$ cat src/rtl/ne_decoder_hd_unloader.sv
// Unloads decoded hard-decision bits from the LDPC core, one address at a time,
// and streams them out as HDWIDTH-bit valid/ready words (address-major, circulant-minor).
module ne_decoder_hd_unloader #(
  parameter int unsigned Kb           = 14,
  parameter int unsigned HDWIDTH      = 32,
  parameter int unsigned ADDRESSWIDTH = 5,
  parameter int unsigned UNLOAD_DEPTH = 16,
  parameter int unsigned LAST_VALID   = 31,
  parameter int unsigned RD_LAT       = 2
) (
  input  logic                       clk,
  input  logic                       rst,
  input  logic                       decoder_ready,
  output logic                       unload_en,
  output logic [ADDRESSWIDTH-1:0]    unloadAddress,
  input  logic [Kb*HDWIDTH-1:0]      unload_HDout_vec_regout,
  output logic [HDWIDTH-1:0]         out_data,
  output logic                       out_valid,
  input  logic                       out_ready,
  output logic                       out_last,
  output logic                       busy,
  output logic                       frame_done,
  output logic                       unload_err
);

  localparam int unsigned VEC_W  = Kb * HDWIDTH;
  localparam int unsigned WORD_W = (Kb > 1) ? $clog2(Kb) : 1;
  localparam int unsigned LAT_W  = $clog2(RD_LAT) + 1;
  localparam logic [ADDRESSWIDTH-1:0] ADDR_LAST = ADDRESSWIDTH'(UNLOAD_DEPTH - 1);
  localparam logic [WORD_W-1:0]       W_LAST    = WORD_W'(Kb - 1);
  localparam logic [WORD_W-1:0]       W_PENULT  = WORD_W'(Kb - 2);
  localparam logic [LAT_W-1:0]        LAT_LAST  = LAT_W'(RD_LAT - 1);
  localparam logic [HDWIDTH-1:0]      LAST_MASK = HDWIDTH'((64'd1 << LAST_VALID) - 64'd1);

  typedef enum logic [2:0] {S_IDLE, S_ISSUE, S_WAIT, S_STREAM, S_DONE} state_t;

  state_t                    state_q, state_d;
  logic [ADDRESSWIDTH-1:0]   addr_d;
  logic [WORD_W-1:0]         w_q, w_d;
  logic [LAT_W-1:0]          lat_q, lat_d;
  logic [VEC_W-1:0]          buf_q, buf_d;
  logic                      armed_q, armed_d;
  logic                      err_d;
  logic [HDWIDTH-1:0]        out_data_d;
  logic                      out_last_d;
  logic                      last_addr;
  logic [HDWIDTH-1:0]        word_mask;

  // Words of the final address carry fewer than HDWIDTH meaningful bits.
  assign last_addr = (unloadAddress == ADDR_LAST);
  assign word_mask = last_addr ? LAST_MASK : '1;

  always_comb begin
    state_d    = state_q;
    addr_d     = unloadAddress;
    w_d        = w_q;
    lat_d      = lat_q;
    buf_d      = buf_q;
    armed_d    = armed_q;
    err_d      = unload_err;
    out_data_d = out_data;
    out_last_d = out_last;

    if (!decoder_ready) armed_d = 1'b1;
    if (busy && !decoder_ready) err_d = 1'b1;

    case (state_q)
      S_IDLE: begin
        if (decoder_ready && armed_q) begin
          state_d = S_ISSUE;
          addr_d  = '0;
          armed_d = 1'b0;
        end
      end
      S_ISSUE: begin
        state_d = S_WAIT;
        lat_d   = '0;
      end
      S_WAIT: begin
        if (lat_q == LAT_LAST) begin
          state_d    = S_STREAM;
          buf_d      = unload_HDout_vec_regout;
          w_d        = '0;
          out_data_d = unload_HDout_vec_regout[HDWIDTH-1:0] & word_mask;
          out_last_d = (Kb == 1) && last_addr;
        end else begin
          lat_d = LAT_W'(lat_q + 1'b1);
        end
      end
      S_STREAM: begin
        if (out_ready) begin
          if (w_q == W_LAST) begin
            out_data_d = '0;
            out_last_d = 1'b0;
            if (last_addr) begin
              state_d = S_DONE;
            end else begin
              state_d = S_ISSUE;
              addr_d  = ADDRESSWIDTH'(unloadAddress + 1'b1);
            end
          end else begin
            w_d        = WORD_W'(w_q + 1'b1);
            buf_d      = buf_q >> HDWIDTH;
            out_data_d = buf_q[2*HDWIDTH-1:HDWIDTH] & word_mask;
            out_last_d = (w_q == W_PENULT) && last_addr;
          end
        end
      end
      S_DONE: begin
        state_d = S_IDLE;
        addr_d  = '0;
      end
      default: state_d = S_IDLE;
    endcase
  end

  // Outputs are registered straight from the next state.
  always_ff @(posedge clk) begin
    if (rst) begin
      state_q       <= S_IDLE;
      unloadAddress <= '0;
      w_q           <= '0;
      lat_q         <= '0;
      buf_q         <= '0;
      armed_q       <= 1'b1;
      unload_err    <= 1'b0;
      out_data      <= '0;
      out_last      <= 1'b0;
      out_valid     <= 1'b0;
      unload_en     <= 1'b0;
      busy          <= 1'b0;
      frame_done    <= 1'b0;
    end else begin
      state_q       <= state_d;
      unloadAddress <= addr_d;
      w_q           <= w_d;
      lat_q         <= lat_d;
      buf_q         <= buf_d;
      armed_q       <= armed_d;
      unload_err    <= err_d;
      out_data      <= out_data_d;
      out_last      <= out_last_d;
      out_valid     <= (state_d == S_STREAM);
      unload_en     <= (state_d == S_ISSUE);
      busy          <= (state_d inside {S_ISSUE, S_WAIT, S_STREAM});
      frame_done    <= (state_d == S_DONE);
    end
  end

endmodule
$ cat config.mk
export PLATFORM = sky130hd
export DESIGN_NAME = ne_decoder_hd_unloader
export DESIGN_NICKNAME = d
export VERILOG_FILES = /design/src/rtl/ne_decoder_hd_unloader.sv
export SDC_FILE = /design/constraint.sdc
export NUM_CORES = 1
export LEC_CHECK = 0
export ABC_CLOCK_PERIOD_IN_PS = 2700
export CORE_MARGIN = 2
export CORE_UTILIZATION = 27
export CTS_BUF_LIST = sky130_fd_sc_hd__clkbuf_8
export CTS_CLUSTER_SIZE = 24
export DETAILED_ROUTE_END_ITERATION = 10
export MAX_ROUTING_LAYER = met4
export PLACE_DENSITY_LB_ADDON = 0.08
export SLEW_MARGIN = 20
export SYNTH_ARGS = -nofsm -noshare
export SYNTH_HDL_FRONTEND = slang
export SYNTH_SLANG_ARGS = --single-unit
$ cat constraint.sdc
create_clock -name clk -period 2.7 [get_ports clk]
set_input_delay 0.675 -clock clk [delete_from_list [all_inputs] [get_ports clk]]
set_output_delay 0.675 -clock clk [all_outputs]
set_load 0.05 [all_outputs]
Word-level counts from Yosys, hierarchy flattened
Cells that the tools add are included.
{"block": "classes", "add_sub_neg": 3, "mul": 0, "n_div": 0, "n_lt_le_gt_ge": 0, "eq_ne": 19, "shift": 0, "muxes": 33, "n_bitwise": 2, "reduce_logical": 13}
{"operator": "two-way mux 448 bit", "n": 3}
{"operator": "case mux 448 bit (2 select lines)", "n": 1}
{"operator": "two-way mux 32 bit", "n": 4}
{"operator": "bitwise AND 32 bit", "n": 2}
{"operator": "case mux 32 bit (2 select lines)", "n": 1}
{"operator": "two-way mux 5 bit", "n": 4}
{"operator": "two-way mux 3 bit", "n": 5}
{"operator": "case mux 5 bit (3 select lines)", "n": 1}
{"operator": "!= test 2 bit (second input constant)", "n": 7}
{"operator": "equality test 3 x 2 -> 1 bit (second input constant)", "n": 4}
{"operator": "two-way mux 4 bit", "n": 3}
{"operator": "case mux 3 bit (4 select lines)", "n": 1}
{"operator": "equality test 4 bit (second input constant)", "n": 2}
{"operator": "case mux 4 bit (2 select lines)", "n": 1}
{"operator": "equality test 3 x 1 -> 1 bit (second input constant)", "n": 2}
{"operator": "equality test 3 bit (second input constant)", "n": 2}
{"operator": "two-way mux 1 bit", "n": 6}
{"operator": "nonzero test 3 bit", "n": 2}
{"operator": "adder 5 x 1 -> 5 bit (second input constant)", "n": 1}
{"operator": "equality test 5 x 4 -> 1 bit (second input constant)", "n": 1}
{"operator": "AND reduction 5 bit", "n": 1}
{"operator": "adder 4 x 1 -> 4 bit (second input constant)", "n": 1}
{"operator": "case mux 2 bit (2 select lines)", "n": 1}
{"operator": "AND reduction 4 bit", "n": 1}
{"operator": "10 further kinds", "n": 13}
{"block": "totals", "regBits": 501, "latch_bits": 0, "ramBits": 0, "mem_bits_ro": 0, "in_bits": 452, "output_inout_bits": 43, "word_cells": 83, "memories": 0}

Longest topological paths before layout
Gate-level depths: netlist of the first run.
{"block": "depth", "ltp_word": 7, "mapped_depth": 9, "depth_no_buf": 7}

Worst setup path after synthesis of the first run
No wires, ideal clock.
{"block": "synth_timing", "path_type": "reg2reg", "from": "register unloadAddress[0]", "to": "register unloadAddress[4]", "setup_ns": 0.071, "arrival_time_ns": 2.017, "required_ns": 2.629, "setup_slack_ns": 0.613, "stages_incl_launch_ff": 8, "n_path_buf": 0, "period_less_slack_ns": 2.087, "path_cell_list": "dfxtp_1 -> ha_1 -> and3_1 -> ha_1 -> and4b_1 -> nand3_1 -> or3_1 -> a21oi_1"}
{"block": "synth_via", "elab_chain_cells": 5, "word_cells_on_any_way": 8, "cone_classes": "add/sub: 1; eq/ne: 2; mux: 4; reduce/logical: 1"}
{"item": "start, declared", "line": "15", "rtl": "output logic [ADDRESSWIDTH-1:0] unloadAddress,"}
{"item": "start signal, assigned", "line": "135", "rtl": "unloadAddress <= addr_d;"}
{"item": "adder 5 x 1 -> 5 bit", "line": "99", "rtl": "addr_d = ADDRESSWIDTH'(unloadAddress + 1'b1);"}
{"item": "two-way mux 5 bit", "line": "95", "rtl": "if (last_addr) begin"}
{"item": "two-way mux 5 bit", "line": "92", "rtl": "if (w_q == W_LAST) begin"}
{"item": "two-way mux 5 bit", "line": "91", "rtl": "if (out_ready) begin"}
{"item": "case mux 5 bit (3 select lines)", "line": "67", "rtl": "case (state_q)"}
Parallel ways exist; a longest one is shown, timed or not. The select of a mux whose other input is x is not followed.
A chain may end at the register's enable or synchronous reset.

Final worst setup path of the first run
{"block": "layout_timing", "from": "register unloadAddress[0]", "to": "output unloadAddress[0]"}
No word-level cell between the ends.

==> qor.yml, run 1 <==
outcome: "finished clean"
number_of_enable_type_register_cells_in_the_synthesized_netlist: 0
fin_worst_skew_ns: 0.0287
cts_hold_buffers: 0
cts-root-to-sink-buffers: 3
cts_htree_levels: 3
sequential_cell_area_sq_mm: 0.00939
postCtsSetupRepairBufs: 0
post_cts_resized: 0
required_ns: 2.03
filler_cell_count: 7646
grt_pass1_vias: 21200
wl_um: 87000
numCtsBuffers: 87
synthMuxAreaShare_pct: 0
area_growth_syn_to_layout_pct: 38.6
design.die.area_sq_mm: 0.0775
insertion_delay_ns: 0.68
detail_route.drc_violations: 0
drt-pass1-iter-count: 5
cts.sinks: 469
placed_cells_incl_taps: 3779
leakagePower_uw: 0.00984
syn_nets: 2983
layoutNonFillerInstCount: 3944
holdCritPathClass: "flip-flop to flip-flop"
placementRows: 100
slew-limit-headroom_pct: 60.3
detailed_place_hpwl_um: 61000
grt_max_degree: 104
timing_worst_setup_path_type: "flip-flop to output port"
finalWorstPathRequiredPeriod_ns: 2.59
synthesis.area_sq_mm: 0.0203
post_synth_fa_ha_maj_area_fraction_pct: 0.431
initial_utilization_pct: 27.3
grt_util_all_layers_pct: 22.1
power_density_mw_per_mm2: 583
maximum_vdd_drop_v: 0.000237
route.detailed.wl_per_inst_um: 22.1
synthesized_area_fraction_occupied_by_ao_oa_aoi_and_oai_cells_pct: 29.7
antenna_violations_before_repair: 12
initialDrtViolationCount: 1638
cts-root-buf: "sky130_fd_sc_hd__clkbuf_8"
max_clock_freq_ghz: 0.387
synth_xor_xnor_area_share_pct: 0.129
cpLargestDelayFamily: "buffers and inverters"
worst_path_largest_cell_delay_ns: 0.85
flip_flop_cell_with_the_highest_count_after_synthesis: "sky130_fd_sc_hd__dfxtp_1"
worst_slack_ns: 0.114
uppermost_metal_layer_occupied_by_signal_nets: "met4"
vias: 21000
cts_tree: "done"
synth.distinct_cells: 42
timing.critical_path.slowest_stage_cell: "sky130_fd_sc_hd__clkdlybuf4s50_1"
main_combinational_cell_family_by_area_after_synthesis: "compound AO/OA/AOI/OAI gates"
yosys.area_share.simple_pct: 17.2
dr_wl_met2_um: 44000
cp.arrival_ns: 1.91
floorplan.die.height_um: 278
dr_wl_met3_um: 4710
finalSetupViolations: 0
multi_input_comb_area_sq_mm: 0.00970
final_layout_size_suffix_gt1_share_pct: 7.19
rsz0062_at_grt: "no"
cts.clk_slew.worst_paths_ns: 0.06
ys_seq_area_share_pct: 46.2
setup.worst_path.end_class: "output port"
max-cap-violations: 0
tightestPinTransition_ns: 0.594
crit_path_start_kind: "flip-flop"
cp_max_fo: 4
io_buffer_count: 494
finish.net_count: 3358
synth_cells: 2524
gr-total-overflow: 0
synth.avg_cell_area_sq_um: 8.05
finalWeightedCongestion: 0.846
pre_cts_ws_ns: 0.0978
synth-warning-count: 0
detail_route.wirelength.met1_um: 36000
detail_route.vias_per_cell: 5.32
design_power_total_uw: 16400
reg2reg_slack_ns: 0.37
critical_path.cell_chain: "clkdlybuf4s50_1"
grt_pass1_wl_um: 129000
ys_ff_latch: 469
boundaryPins: 495
maxSlewViolCount: 0
antenna_violating_nets_post_route: 0
async_flop_share_pct: 0
die_width_um: 278
period_share_pct: 95.8
critical_path_buf_inv_count: 1
fin_setup_tns_ns: 0
hold_viol_final: 0
core_area_sq_mm: 0.0744
cell families (layout without fill, tap and decap cells):
group / after synthesis / count (layout)
buffers and inverters: 292 / 731
AO/OA/AOI/OAI: 860 / 860
AND/OR/NAND/NOR: 893 / 893
flip-flops: 469 / 469
other: 0 / 12
adder cells (fa/ha/maj): 7 / 7
XOR/XNOR: 3 / 3
worst paths after layout:
check             cells past startpoint               end             start
setup / recovery                      1  unloadAddress[0]  unloadAddress[0]
hold / removal                        2          out_last          out_last
setup reg to reg                      7        buf_q[110]          lat_q[0]
hold reg to reg                       2          out_last          out_last
cells in the mapped netlist (all sizes together), types with 6 or more instances:
master | instances | area share [%]
nand2 | 777 | 14
nor3 | 34 | 0.84
a22o | 32 | 1.4
nand4 | 7 | 0.22
a221oi | 31 | 1.3
ha | 7 | 0.43
buf | 129 | 3.3
inv | 6 | 0.11
nor2 | 48 | 0.89
a21oi | 394 | 9.7
clkbuf | 157 | 2.9
dfxtp | 469 | 46
a311oi | 386 | 17
power by group:
| group | leakage, uW | total, uW | internal, uW | switching (uW) |
|---|---|---|---|---|
| sequential | 0.00379 | 7410 | 7220 | 188 |
| combinational | 0.00504 | 2110 | 1070 | 1050 |
| clock | 0.00100 | 6900 | 3720 | 3180 |
area by class of cell:
type                    instances  share of cell area [%]
multi-input cells            1763                    34.4
flip-flops and latches        469                    33.3
repair buffers                572                    21.6
clock buffers                 113                    5.52
well taps                     969                    4.30
clock inverters                40                   0.609
diodes                         12                   0.107
inverters                       6                  0.0800
cells in the final DEF, fill, tap and decap left out, types with 2 or more instances in the layout:
| cell | netlist | layout |
|---|---|---|
| sky130_fd_sc_hd__nand2_1 | 777 | 777 |
| sky130_fd_sc_hd__clkdlybuf4s50_1 | 0 | 493 |
| sky130_fd_sc_hd__dfxtp_1 | 469 | 469 |
| sky130_fd_sc_hd__a21oi_1 | 392 | 391 |
| sky130_fd_sc_hd__a311oi_1 | 386 | 386 |
| sky130_fd_sc_hd__clkbuf_8 | 0 | 113 |
| sky130_fd_sc_hd__nor2_1 | 48 | 46 |
| sky130_fd_sc_hd__buf_12 | 0 | 44 |
| sky130_fd_sc_hd__inv_1 | 6 | 36 |
| sky130_fd_sc_hd__nor3_1 | 34 | 34 |
| sky130_fd_sc_hd__buf_4 | 16 | 34 |
| sky130_fd_sc_hd__a22o_1 | 32 | 32 |
| sky130_fd_sc_hd__a221oi_1 | 31 | 31 |
| sky130_fd_sc_hd__diode_2 | 0 | 12 |
| sky130_fd_sc_hd__nand4_1 | 7 | 7 |
| sky130_fd_sc_hd__ha_1 | 7 | 7 |
| sky130_fd_sc_hd__clkinv_2 | 0 | 7 |
| sky130_fd_sc_hd__nand3_1 | 5 | 5 |
| sky130_fd_sc_hd__o21ai_0 | 5 | 5 |
| sky130_fd_sc_hd__or3_1 | 4 | 4 |
| sky130_fd_sc_hd__and3_1 | 3 | 3 |
| sky130_fd_sc_hd__a21oi_2 | 2 | 3 |
| sky130_fd_sc_hd__a21o_1 | 4 | 3 |
| sky130_fd_sc_hd__xor2_1 | 3 | 3 |
| sky130_fd_sc_hd__a22oi_1 | 2 | 2 |
| sky130_fd_sc_hd__nand3b_1 | 2 | 2 |
| sky130_fd_sc_hd__clkinvlp_4 | 0 | 2 |
through the flow:
step                      utilization, %  cell area, sq um  hold WS [ns]
after detailed placement            35.5             26400         0.451
after floorplan                        -             20300         0.449
final                               37.8             28200         0.453
after global routing                37.8             28200         0.460
after global placement              35.5             26400         0.446
after CTS                           37.8             28100         0.428
state kept, by name, indices dropped and copies added, names as in the netlist, 2 cells and up:
register / flops
buf_q: 416
lat_q: 2
out_data: 32
state_q: 3
unloadAddress: 5
w_q: 4
routing by layer:
layer	vias up	global-route usage (%)
li1	10000	-
met1	10200	26.9
met2	630	37.4
met3	128	3.49
met4	0	7.03
met5	-	-
Note: power is estimated with default switching activity, not from simulation.
==> run 2: changes to the inputs <==
CORE_ASPECT_RATIO = 0.7   (was not set)
==> qor.yml, run 2 (synthesis gave the netlist of run 1 again) <==
cts-root-buf: "sky130_fd_sc_hd__clkbuf_8"  # unchanged
registers_with_the_most_flip_flops: "buf_q (416), out_data (32), unloadAddress (5)"  # unchanged
cell_internal_pwr_uw: 11700  # was 12000 uW
met3_usage_pct: 5.79  # was 3.49%
power_density_mw_per_mm2: 573  # was 583 mW/mm^2
area_growth_syn_to_layout_pct: 37.5  # was 38.6%
detail_route.vias_per_cell: 5.24  # was 5.32
final_layout_size_suffix_gt1_share_pct: 6.56  # was 7.19%
wl_um: 84900  # was 87000 um
fin_setup_tns_ns: 0  # unchanged
placed_cells_incl_taps: 3791  # was 3779
placementRows: 84  # was 100
cts_hold_buffers: 0  # unchanged
route.detailed.wl_per_inst_um: 21.5  # was 22.1 um
numCtsBuffers: 80  # was 87
maxSlewViolCount: 0  # unchanged
finalSetupViolations: 0  # unchanged
r2r_cells: 7  # unchanged
power.net_switching_uw: 4300  # was 4410 uW
clockPowerShare_pct: 40.7  # was 42.0%
timing_worst_setup_path_type: "flip-flop to output port"  # unchanged
r2r_path_end: "buf_q[287]"  # was buf_q[110]
largest_reg_flops: 416  # unchanged
maximum_vdd_drop_v: 0.000245  # was 0.000237 V
initialDrtViolationCount: 1623  # was 1638
holdCritPathClass: "flip-flop to flip-flop"  # unchanged
grt_util_all_layers_pct: 21.7  # was 22.1%
io_buffer_count: 494  # unchanged
vias: 20700  # was 21000
critical_path.cell_chain: "clkdlybuf4s50_1"  # unchanged
cts.sinks: 469  # unchanged
tightestPinTransition_ns: 0.914  # was 0.594 ns
outcome: "finished clean"  # unchanged
globalRoute.busiestLayer: "met2"  # unchanged
finalWorstPathRequiredPeriod_ns: 2.55  # was 2.59 ns
use_met1_pct: 27.1  # was 26.9%
finalWeightedCongestion: 0.841  # was 0.846
most_used_cells_in_the_layout_excluding_fill_and_tap_cells: "777 x sky130_fd_sc_hd__nand2_1, 489 x sky130_fd_sc_hd__clkdlybuf4s50_1, 469 x sky130_fd_sc_hd__dfxtp_1"  # was 777 x sky130_fd_sc_hd__nand2_1, 493 x sky130_fd_sc_hd__clkdlybuf4s50_1, 469 x sky130_fd_sc_hd__dfxtp_1
gr-total-overflow: 0  # unchanged
antenna_violating_nets_post_route: 0  # unchanged
reg2reg_slack_ns: 0.36  # was 0.37 ns
switching_share_pct: 26.8  # was 26.9%
fraction_of_power_consumed_by_sequential_logic_pct: 46.3  # was 45.1%
slew-limit-headroom_pct: 38.9  # was 60.3%
initial_utilization_pct: 27.2  # was 27.3%
rsz0062_at_grt: "no"  # unchanged
boundaryPins: 495  # unchanged
comb_power_share_pct: 13.0  # was 12.9%
hold_viol_final: 0  # unchanged
grt_pass1_wl_um: 126000  # was 129000 um
drt-pass1-iter-count: 7  # was 5
mostFrequentLayoutCell: "sky130_fd_sc_hd__nand2_1"  # unchanged
cts_htree_levels: 3  # unchanged
cp_max_fo: 3  # was 4
antenna_violations_before_repair: 25  # was 12
max_clock_freq_ghz: 0.392  # was 0.387 GHz
reg2reg_from: "lat_q[0]"  # unchanged
max-cap-violations: 0  # unchanged
min_delay_worst_endpoint: "out_last"  # unchanged
design_power_total_uw: 16000  # was 16400 uW
detailed_place_hpwl_um: 59100  # was 61000 um
period_share_pct: 94.6  # was 95.8%
fin_worst_skew_ns: 0.0179  # was 0.0287 ns
filler_cell_count: 7864  # was 7646
setup.worst_path.end_class: "output port"  # unchanged
core_area_sq_mm: 0.0748  # was 0.0744 sq mm
leakagePower_uw: 0.00971  # was 0.00984 uW
cts_tree: "done"  # unchanged
cts.clk_slew.worst_paths_ns: 0.06  # about the same
insertion_delay_ns: 0.68  # about the same
finish.net_count: 3343  # was 3358
worst_hold_startpoint: "out_last"  # unchanged
die_width_um: 332  # was 278 um
crit_path_start_kind: "flip-flop"  # unchanged
design.die.area_sq_mm: 0.0775  # about the same
globalRouteMet2Util_pct: 34.7  # was 37.4%
top_register: "buf_q"  # unchanged
hold_depth: 2  # unchanged
timing.critical_path.slowest_stage_cell: "sky130_fd_sc_hd__clkdlybuf4s50_1"  # unchanged
layoutNonFillerInstCount: 3957  # was 3944
critical_path_buf_inv_count: 1  # unchanged
cts-root-to-sink-buffers: 3  # unchanged
floorplan.die.height_um: 234  # was 278 um
grt_pass1_vias: 20700  # was 21200
required_ns: 2.03  # about the same
detail_route.drc_violations: 0  # unchanged
worst_path_largest_cell_delay_ns: 0.84  # was 0.85 ns
cp.arrival_ns: 1.88  # was 1.91 ns
cpLargestDelayFamily: "buffers and inverters"  # unchanged
grt_max_degree: 113  # was 104
==> run 2: worst max-delay path by stage <==
stage / depth (start not counted) / end / slack [ns] / from
after floorplan: 7 / unloadAddress[4] / 0.61 / unloadAddress[0]
after global placement: 6 / buf_q[94] / 0.24 / out_ready
after detailed placement: 6 / buf_q[126] / 0.22 / out_ready
after CTS: 1 / unloadAddress[4] / 0.04 / unloadAddress[4]
after global routing: 1 / unloadAddress[4] / 0.04 / unloadAddress[4]
final: 1 / unloadAddress[4] / 0.15 / unloadAddress[4]
==> run 2: metrics by stage <==
stage                     utilization, %  hold slack, ns  cell area, sq um  setup WS [ns]
after detailed placement            35.1           0.461             26300          0.224
after global routing                37.3           0.459             27900         0.0409
after global placement              35.1           0.457             26300          0.235
final                               37.3           0.461             27900          0.146
after floorplan                        -           0.449             20300          0.613
after CTS                           37.3           0.396             27900         0.0409
==> run 2: tightest hold or removal path, cell delays in order, from the launching register on <==
cell	delay (ns)
sky130_fd_sc_hd__dfxtp_1	0.31
sky130_fd_sc_hd__nand2_1	0.05
sky130_fd_sc_hd__a21oi_1	0.05
==> run 2: power groups by stage <==
stage	registers [uW]	logic (uW)	clock network, uW
final	7420	2080	6530
after detailed placement	7570	2090	0
after global routing	7450	2270	7020
after CTS	7420	2100	6750
after floorplan	7560	943	0
after global placement	7570	2070	0
==> run 2: layout make-up <==
cell class / count / area, sq um / share of cell area [%]
well taps: 989 / 1240 / 4.43
repair buffers: 564 / 5930 / 21.2
clock buffers: 105 / 1450 / 5.17
flip-flops and latches: 469 / 9390 / 33.6
diodes: 26 / 65.1 / 0.233
multi-input cells: 1763 / 9710 / 34.7
clock inverters: 35 / 146 / 0.524
inverters: 6 / 22.5 / 0.0806
==> run 2: timing repair <==
action,4_1_cts,5_1_grt
gates resized for setup,4,0
endpoints found under the setup margin,4,0
setup buffers,0,0
==> run 2: routing by layer <==
layer	wire [um]	part of all wire, %
met4	1480	1.7
met5	0	0
met2	40000	47
met3	5580	6.6
met1	37800	45
